[src/rtl/tone_seq.sv]
// Programmable NOTES-entry square-wave note sequencer with a run-time writable table.
// Build option: define TONE_SEQ_GAP_EN to silence the last GAP cycles of every note.
module tone_seq #(
    parameter int NOTES = 8,
    parameter int DIVW  = 16,
    parameter int DURW  = 24,
    parameter int GAP   = 4,
    localparam int AW   = $clog2(NOTES)
) (
    input  logic            clk,
    input  logic            rstn,
    input  logic            button,
    input  logic            loop,
    input  logic            wr_en,
    input  logic [AW-1:0]   wr_addr,
    input  logic [DIVW-1:0] wr_div,
    input  logic [DURW-1:0] wr_dur,
    output logic            ch_out,
    output logic            playing,
    output logic [AW-1:0]   note_idx,
    output logic            done
);

    localparam logic [AW-1:0] LAST = AW'(NOTES - 1);
`ifdef TONE_SEQ_GAP_EN
    localparam bit GAP_EN = 1'b1;
`else
    localparam bit GAP_EN = 1'b0;
`endif

    typedef enum logic {IDLE, PLAY} state_t;

    state_t          state_q, state_d;
    logic            sync1_q, sync2_q, sync3_q;
    logic            btn_edge;
    logic [DIVW-1:0] div_tab [NOTES];
    logic [DURW-1:0] dur_tab [NOTES];
    logic [DIVW-1:0] act_div_q, ld_div;
    logic [DURW-1:0] act_dur_q, ld_dur;
    logic [DIVW-1:0] tone_cnt_q;
    logic [DURW-1:0] dur_cnt_q, eff_dur;
    logic            ch_q, done_q, playing_q;
    logic [AW-1:0]   idx_q, load_idx;
    logic            term, start, stop, advance, finish, gap_zone;

    assign btn_edge = sync2_q & ~sync3_q;
    assign eff_dur  = (act_dur_q == '0) ? DURW'(1) : act_dur_q;
    assign term     = (dur_cnt_q == eff_dur - DURW'(1));

    always_comb begin
        state_d = state_q;
        start   = 1'b0;
        stop    = 1'b0;
        advance = 1'b0;
        finish  = 1'b0;
        case (state_q)
            IDLE: begin
                if (btn_edge) begin
                    state_d = PLAY;
                    start   = 1'b1;
                end
            end
            PLAY: begin
                // A stop edge takes priority over the end of the last note.
                if (btn_edge) begin
                    state_d = IDLE;
                    stop    = 1'b1;
                end else if (term) begin
                    if (idx_q == LAST && !loop) begin
                        state_d = IDLE;
                        finish  = 1'b1;
                    end else begin
                        advance = 1'b1;
                    end
                end
            end
            default: state_d = IDLE;
        endcase
    end

    // Entry being loaded sees a same-cycle table write (write-first).
    always_comb begin
        load_idx = (start || idx_q == LAST) ? '0 : idx_q + 1'b1;
        if (wr_en && wr_addr == load_idx) begin
            ld_div = wr_div;
            ld_dur = wr_dur;
        end else begin
            ld_div = div_tab[load_idx];
            ld_dur = dur_tab[load_idx];
        end
    end

    always_ff @(posedge clk or negedge rstn) begin
        if (!rstn) begin
            state_q    <= IDLE;
            sync1_q    <= 1'b0;
            sync2_q    <= 1'b0;
            sync3_q    <= 1'b0;
            act_div_q  <= '0;
            act_dur_q  <= '0;
            tone_cnt_q <= '0;
            dur_cnt_q  <= '0;
            ch_q       <= 1'b0;
            idx_q      <= '0;
            done_q     <= 1'b0;
            playing_q  <= 1'b0;
            for (int i = 0; i < NOTES; i++) begin
                div_tab[i] <= '0;
                dur_tab[i] <= '0;
            end
        end else begin
            sync1_q   <= button;
            sync2_q   <= sync1_q;
            sync3_q   <= sync2_q;
            state_q   <= state_d;
            playing_q <= (state_d == PLAY);
            done_q    <= finish;
            if (wr_en && (int'(wr_addr) < NOTES)) begin
                div_tab[wr_addr] <= wr_div;
                dur_tab[wr_addr] <= wr_dur;
            end
            if (start || advance) begin
                act_div_q  <= ld_div;
                act_dur_q  <= ld_dur;
                tone_cnt_q <= '0;
                dur_cnt_q  <= '0;
                ch_q       <= 1'b0;
                idx_q      <= load_idx;
            end else if (stop || finish) begin
                tone_cnt_q <= '0;
                dur_cnt_q  <= '0;
                ch_q       <= 1'b0;
                idx_q      <= '0;
            end else if (state_q == PLAY) begin
                dur_cnt_q <= dur_cnt_q + DURW'(1);
                if (act_div_q == '0) begin
                    tone_cnt_q <= '0;
                    ch_q       <= 1'b0;
                end else if (tone_cnt_q == act_div_q - DIVW'(1)) begin
                    tone_cnt_q <= '0;
                    ch_q       <= ~ch_q;
                end else begin
                    tone_cnt_q <= tone_cnt_q + DIVW'(1);
                end
            end
        end
    end

    // Articulation window: the tail of each note, or the whole note when it is short.
    assign gap_zone = (eff_dur <= DURW'(GAP)) || (dur_cnt_q >= eff_dur - DURW'(GAP));

    assign ch_out   = ch_q & ~(GAP_EN & gap_zone);
    assign playing  = playing_q;
    assign note_idx = idx_q;
    assign done     = done_q;

endmodule

[config.mk]
export PLATFORM = sky130hd
export DESIGN_NAME = tone_seq
export DESIGN_NICKNAME = d
export VERILOG_FILES = /design/src/rtl/tone_seq.sv
export SDC_FILE = /design/constraint.sdc
export NUM_CORES = 1
export LEC_CHECK = 0
export ABC_AREA = 1
export CAP_MARGIN = 0
export CORE_ASPECT_RATIO = 0.7
export CORE_MARGIN = 2
export CORE_UTILIZATION = 36
export DETAILED_ROUTE_END_ITERATION = 7
export SETUP_SLACK_MARGIN = 0.4
export SLEW_MARGIN = 30
export SYNTH_ARGS = -nofsm -noshare
export SYNTH_HDL_FRONTEND = slang
export SYNTH_SLANG_ARGS = --single-unit
[constraint.sdc]
create_clock -name clk -period 3.58 [get_ports clk]
set_input_delay 0.716 -clock clk [delete_from_list [all_inputs] [get_ports clk]]
set_output_delay 0.716 -clock clk [all_outputs]
set_load 0.05 [all_outputs]
==> results of run 1 <==
## synth_stat cells (all sizes together)
cell       n  area [um^2]
nand2    488         1830
dfrtp    409        10200
nand3    112          566
xnor2     24          210
a22oi      3         22.5
and3       5         31.3
buf       15          100
o31ai      1         7.51
o21ai    396         1980
nor3      16         80.1
clkinv     5         23.8
o21bai     2         26.3
and3b      3         26.3
o221ai     1         8.76
ha         7         87.6
nor2     183          714
o211ai   156         1170
and2       2         12.5
o2111ai    1         8.76
inv      124          465
nand3b     1         7.51
nor4       5         31.3
xor2      54          473
or2      121          757
nand4     21          138
o311ai     1         8.76
clkbuf   130          488
a21boi     3         22.5
a21oi     60          312
## worst max-delay path: stages, from the launching register on
cell       delay, ps
dfrtp_1          400
nor2_2           150
nand2_2          100
nor2_4           120
nand3_2          110
nand2_2          100
inv_2             50
ha_4             170
nand2_4           70
nor2_4            50
and2_1           180
nand3_2          100
xor2_2           160
o21ai_1           90
nor2_1           120
nand4_1          210
o21bai_4         270
buf_4            160
buf_6            100
buf_6            110
clkbuf_16        140
a22oi_2           40
## stage by stage
stage,hold WS (ps),utilization
after floorplan,331,-
after global placement,339,0.394
after detailed placement,344,0.394
after CTS,120,0.424
after global routing,145,0.436
final,108,0.436
## path summary, 6_finish.rpt
| kind | start | to | slack, ps | cells past startpoint |
|---|---|---|---|---|
| min in group clk | sync1_q | sync2_q | 360 | 0 |
| worst max-delay path | act_dur_q[4] | dur_cnt_q[19] | 460 | 21 |
| worst min-delay path | rstn | div_tab[58] | 110 | 1 |
| max in group asynchronous | rstn | dur_tab[13] | 2480 | 2 |
| worst min register to register | sync1_q | sync2_q | 360 | 0 |
| worst max register to register | act_dur_q[4] | dur_cnt_q[19] | 460 | 21 |
## layout make-up
class,count,area share
timing repair buffer,137,0.0652
inverter,129,0.0212
multi-input combinational,1667,0.377
sequential,409,0.434
timing repair inverter,4,0.00313
clock inverter,16,0.0111
tap,730,0.0388
clock buffer,56,0.0489
## layer usage
layer / GRT usage / share of wire
met1: 0.267 / 0.47
met2: 0.307 / 0.46
met3: 0.0280 / 0.049
met4: 0.0558 / 0.024
met5: 0 / 0
## repair_timing
item,in CTS,in global routing
gates resized for setup,16,87
hold endpoints to repair,0,0
gates cloned,1,8
setup endpoints to repair,70,83
buffers inserted,18,28
pin swaps,6,31
## registers in the layout, indices dropped and copies added (netlist names)
signal and flops:
act_dur_q 24, sync3_q 1, div_tab 128, note_idx 3
sync1_q 1, ch_out 1, act_div_q 16, dur_tab 192
done 1, sync2_q 1, playing 1, tone_cnt_q 16
dur_cnt_q 24
## cells by family (layout without fill, tap and decap cells)
group | Yosys count | count (layout) | share of synthesized area
and+or+nand+nor | 957 | 958 | 0.211
DFF | 409 | 409 | 0.516
xor gates and xnor gates | 78 | 78 | 0.0344
buffers and inverters | 274 | 342 | 0.0543
AOI/OAI and AO/OA | 624 | 624 | 0.180
adders and majority gates | 7 | 7 | 0.00441
## report_power, final
part | total, W | switching, W | leakage (nW) | internal, W
Clock | 0.00458 | 0.00182 | 0.696 | 0.00276
Sequential | 0.00620 | 0.000621 | 5.13 | 0.00558
Combinational | 0.00771 | 0.00476 | 4.74 | 0.00295
Total | 0.0185 | 0.00720 | 10.6 | 0.0113
==> metrics.md, run 1 <==
| Metric | Value |
|---|---|
| Core Area | `0.0541 mm^2` |
| DR pass1 iterations | `5` |
| DRT iter0 DRCs | `1,461` |
| Starting Density | `0.367` |
| Period minus WS final | `3120 ps` |
| Synth Cell Area | `0.0199 mm^2` |
| Synth Register Bits | `409` |
| Final setup viols | `0` |
| Worst-path maximum fanout | `5` |
| Via count | `16,506` |
| Worst slack, placed | `118 ps` |
| Mean number of vias per cell | `5.24` |
| Pwr Density | `784 mW/mm^2` |
| IO Count | `54` |
| VDD IR max | `0.546 mV` |
| Die Span Y | `200 um` |
| Syn_area_per_cell | `8.45 um^2` |
| Status | `completed` |
| H-tree depth | `2` |
| Period utilisation layout | `0.872` |
| # fillers | `5,263` |
| Die width | `285 um` |
| Via count of the first global-routing pass | `16,015` |
| Detailed placement HPWL | `31.4 mm` |
| Die Area | `0.0571 mm^2` |
| CTS tree | `built` |
| Worst Path Arrival | `3530 ps` |
| Share of cells above drive strength 1 | `0.152` |
| Site Rows | `71` |
| Post-Syn Nets | `2,404` |
| CTS buffer count | `40` |
| Antenna Cells | `0` |
| Grt total ovfl | `0` |
| Routed Wire Length | `55.5 mm` |
| Largest net degree at the start of global routing | `105` |
| Clk buf depth | `3` |
| RSZ-0062 raised after global routing | `yes` |
| DRC violations left | `0` |
| Clk Latency, worst-skew pair | `540 ps` |
| WS Path Type | `flip-flop to flip-flop` |
| Clock slew at reported path FFs | `70 ps` |
| Max-Cap Viols | `0` |
| Initial antenna violation count | `0` |
| Total power | `0.0185 W` |
| Wire per inst | `17.6 um` |
| Area grow syn2layout | `18.7%` |
| Crit path setup slack, layout | `457 ps` |
| Fin area | `0.0236 mm^2` |
| Register cell area after layout | `0.0102 mm^2` |
| CP required | `3990 ps` |
| Nature of the critical path endpoint | `flip-flop` |
| Skew final | `9.09 ps` |
| HP Class | `primary input to async pin` |
| Critical path launch point type | `flip-flop` |
| Number of synthesis warnings | `0` |
| Worst-Margin Slew | `955 ps` |
| CTS Root Cell | `clkbuf_16` |
| Slew margin rel. | `0.363` |
| Max Freq | `0.320 GHz` |
| Non-Filler Instances | `3,148` |
| Sequential-to-total area share from yosys stat | `0.516` |
| Cell count after synthesis | `2,349` |
| Fin. Hold Viols | `0` |
| Commonest non-fill, non-tap cell in the layout | `nand2_1` |
| Fin Setup TNS | `0 ps` |
| Routed Antenna Nets | `0` |
| Yosys cell types | `42` |
| First-pass GRT wire length | `88.6 mm` |
| Placed Area | `0.0213 mm^2` |
| Routability cong. | `0.870` |
| Area of the multi-input gates | `0.00889 mm^2` |
| CTS Hold Bufs | `0` |
| Placed cell count | `3,021` |
| Clock sink count | `409` |
| Nets@finish | `2,443` |
| Slew Viols, Final | `0` |
| GRT Overall Usage | `0.191` |
| Lkg Pwr | `10.6 nW` |
| Commonest non-fill, non-tap cells in the layout | `nand2_1 (456), dfrtp_1 (407), o21ai_0 (371)` |
| Port Buf Inserts | `53` |
(Power assumes the default switching activity.)
==> run 2: changes to the inputs <==
==> constraint.sdc (replaced) <==
create_clock -name clk -period 3.7 [get_ports clk]
set_input_delay 0.74 -clock clk [delete_from_list [all_inputs] [get_ports clk]]
set_output_delay 0.74 -clock clk [all_outputs]
set_load 0.05 [all_outputs]
==> run 2 against run 1 <==
Sequential share of layout area up 0.87 points. Sequential power down 3%. Clock power down 2%. Global-route usage about the same. Final area down 1.9%. Critical endpoint is now act_dur_q[3]. Largest cell class unchanged.
==> metrics.md, run 2 (synthesis gave the netlist of run 1 again) <==
| Metric | Value |
|---|---|
| Status | `completed (unchanged)` |
| Via count | `16,362 (was 16,506)` |
| Core Area | `0.0541 mm^2 (unchanged)` |
| Site Rows | `71 (unchanged)` |
| Pwr Density | `766 mW/mm^2 (was 784 mW/mm^2)` |
| Period utilisation layout | `0.860 (was 0.872)` |
| Detailed placement HPWL | `32.3 mm (was 31.4 mm)` |
| Flip-flop count of the largest register after layout | `192 (unchanged)` |
| Antenna Cells | `0 (unchanged)` |
| Clk Latency, worst-skew pair | `560 ps (was 540 ps)` |
| Skew final | `22.5 ps (was 9.09 ps)` |
| Worst reg2reg path startpoint | `act_dur_q[20] (was act_dur_q[4])` |
| # fillers | `5,292 (was 5,263)` |
| Fin Setup TNS | `0 ps (unchanged)` |
| DRT iter0 DRCs | `1,431 (was 1,461)` |
| Clock sink count | `409 (unchanged)` |
| Critical path's slowest cell | `dfrtp_2 (was dfrtp_1)` |
| VDD IR max | `0.667 mV (was 0.546 mV)` |
| FF-to-FF setup slack | `520 ps (was 460 ps)` |
| Fin. Hold Viols | `0 (unchanged)` |
| Nets@finish | `2,417 (was 2,443)` |
| Worst r2r dst | `act_dur_q[3] (was dur_cnt_q[19])` |
| H-tree depth | `2 (unchanged)` |
| Max Freq | `0.314 GHz (was 0.320 GHz)` |
| Initial antenna violation count | `0 (unchanged)` |
| Grt total ovfl | `0 (unchanged)` |
| Post-layout util | `0.427 (was 0.436)` |
| CTS Root Cell | `clkbuf_16 (unchanged)` |
| Crit path buf inv count | `2 (was 5)` |
| Crit-path max cell delay | `450 ps (was 400 ps)` |
| Nature of the critical path endpoint | `flip-flop (unchanged)` |
| R2r worst-path depth | `20 (was 21)` |
| CTS tree | `built (unchanged)` |
| Die Span Y | `200 um (unchanged)` |
| Mean number of vias per cell | `5.24 (about the same)` |
| First-pass GRT wire length | `88.6 mm (about the same)` |
| Die Area | `0.0571 mm^2 (unchanged)` |
| Area grow syn2layout | `16.5% (was 18.7%)` |
| CTS Hold Bufs | `0 (unchanged)` |
| Commonest non-fill, non-tap cell in the layout | `nand2_1 (unchanged)` |
| Routed Wire Length | `55.3 mm (was 55.5 mm)` |
| DR pass1 iterations | `6 (was 5)` |
| Period minus WS final | `3180 ps (was 3120 ps)` |
| Routability cong. | `0.881 (was 0.870)` |
| Clock slew at reported path FFs | `60 ps (was 70 ps)` |
| Lkg Pwr | `10.4 nW (was 10.6 nW)` |
| Worst-path maximum fanout | `15 (was 5)` |
| HP Class | `primary input to async pin (unchanged)` |
| WS Path Type | `flip-flop to flip-flop (unchanged)` |
| Routed Antenna Nets | `0 (unchanged)` |
| CP required | `4170 ps (was 3990 ps)` |
| CTS buffer count | `41 (was 40)` |
| Final setup viols | `0 (unchanged)` |
| Worst-Margin Slew | `939 ps (was 955 ps)` |
| Slew Viols, Final | `0 (unchanged)` |
| CP top delay family | `simple AND/OR/NAND/NOR gates (unchanged)` |
| Die width | `285 um (unchanged)` |
| Top reg by flops | `dur_tab (unchanged)` |
| Regs by FF count | `dur_tab: 192 flops, div_tab: 128 flops (unchanged)` |
| Port Buf Inserts | `53 (unchanged)` |
| Starting Density | `0.367 (unchanged)` |
| Via count of the first global-routing pass | `16,121 (was 16,015)` |
| Critical path launch point type | `flip-flop (unchanged)` |
| Largest net degree at the start of global routing | `104 (was 105)` |
| DRC violations left | `0 (unchanged)` |
| GRT Overall Usage | `0.191 (about the same)` |
| Max-Cap Viols | `0 (unchanged)` |
| IO Count | `54 (unchanged)` |
| RSZ-0062 raised after global routing | `yes (unchanged)` |
| Setup crit start | `act_dur_q[20] (was act_dur_q[4])` |
| Clk buf depth | `3 (unchanged)` |
| Wire per inst | `17.7 um (was 17.6 um)` |
| Worst Path Arrival | `3650 ps (was 3530 ps)` |
| Critical Path End | `act_dur_q[3] (was dur_cnt_q[19])` |
| Commonest non-fill, non-tap cells in the layout | `nand2_1 (460), dfrtp_1 (404), o21ai_0 (371) (was nand2_1 (456), dfrtp_1 (407), o21ai_0 (371))` |
| WP depth | `20 (was 21)` |
| Worst-path cell chain | `nor2_2 > nand2_1 > nor2_2 > nand3_2 > nand2_2 > inv_2 > ha_4 > nand2_4 > nor2_4 > and2_1 > nand3_1 > xor2_2 > o21ai_1 > nor2_1 > nand4_1 > o21bai_4 > nand2_8 > inv_6 > nand2_1 > o21ai_1 (was nor2_2 > nand2_2 > nor2_4 > nand3_2 > nand2_2 > inv_2 > ha_4 > nand2_4 > nor2_4 > and2_1 > nand3_2 > xor2_2 > o21ai_1 > nor2_1 > nand4_1 > o21bai_4 > buf_4 > buf_6 > buf_6 > clkbuf_16 > a22oi_2)` |
| Share of cells above drive strength 1 | `0.136 (was 0.152)` |
| Slew margin rel. | `0.374 (was 0.363)` |
-- run 2: cell types whose count changed in the layout (fill, tap and decap cells not counted), moves of 4 or more --
cell | previous run | this run
nand2_4 | 7 | 3
buf_4 | 52 | 38
a21oi_2 | 7 | 0
a21oi_1 | 52 | 59
buf_12 | 23 | 17
nand2_1 | 456 | 460
-- run 2: final cells by class --
class / count / area [um^2] / area share
clock buffers: 56 / 1170 / 0.0507
clock inverters: 16 / 244 / 0.0106
inverters: 129 / 499 / 0.0216
multi-input cells: 1666 / 8780 / 0.380
flip-flops and latches: 409 / 10200 / 0.443
well taps: 730 / 913 / 0.0395
repair buffers: 113 / 1240 / 0.0539
repair inverters: 2 / 25.0 / 0.00108
-- run 2: worst reg2reg max path: cells and delay by family, from the launching register on --
family	cells	cell delay, ps
buffers and inverters	2	260
DFF	1	450
adders and majority gates	1	170
AOI/OAI and AO/OA	3	490
and+or+nand+nor	13	1560
xor gates and xnor gates	1	170
-- run 2: per-layer routing --
| layer | vias to the layer above | share of wire | track usage |
|---|---|---|---|
| met2 | 443 | 0.46 | 0.316 |
| li1 | 7879 | - | - |
| met5 | - | 0 | 0 |
| met4 | 0 | 0.020 | 0.0434 |
| met3 | 78 | 0.051 | 0.0230 |
| met1 | 7962 | 0.47 | 0.268 |
-- run 2: what timing repair did --
action,in CTS,in global routing
endpoints found under the setup margin,61,84
setup buffers,3,17
resized for setup,4,61
cloned,0,5
pin swaps,3,25
-- run 2: worst min-delay path by stage --
stage | slack [ps] | from | to
3_5_place_dp | 340 | sync1_q | sync2_q
2_1_floorplan | 330 | sync1_q | sync2_q
4_1_cts | 260 | rstn | div_tab[75]
5_1_grt | 300 | rstn | div_tab[75]
6_report | 210 | rstn | div_tab[75]
3_3_place_gp | 340 | sync1_q | sync2_q
-- run 2: power breakdown --
group / internal, W / switching [W] / total [W]
Combinational: 0.00269 / 0.00453 / 0.00722
Sequential: 0.00540 / 0.000632 / 0.00603
Clock: 0.00264 / 0.00183 / 0.00447
Total: 0.0107 / 0.00699 / 0.0177
-- run 2: through the flow --
step | setup WS (ps) | area (um^2) | power, W | hold WS, ps | cells
after floorplan | 755 | 19900 | 0.0106 | 331 | 2349
after global placement | 300 | 21200 | 0.0129 | 335 | 3024
after detailed placement | 287 | 21200 | 0.0130 | 337 | 3024
after CTS | 394 | 22700 | 0.0175 | 260 | 3099
after global routing | 303 | 23100 | 0.0189 | 296 | 3121
final | 516 | 23100 | 0.0177 | 215 | 3121
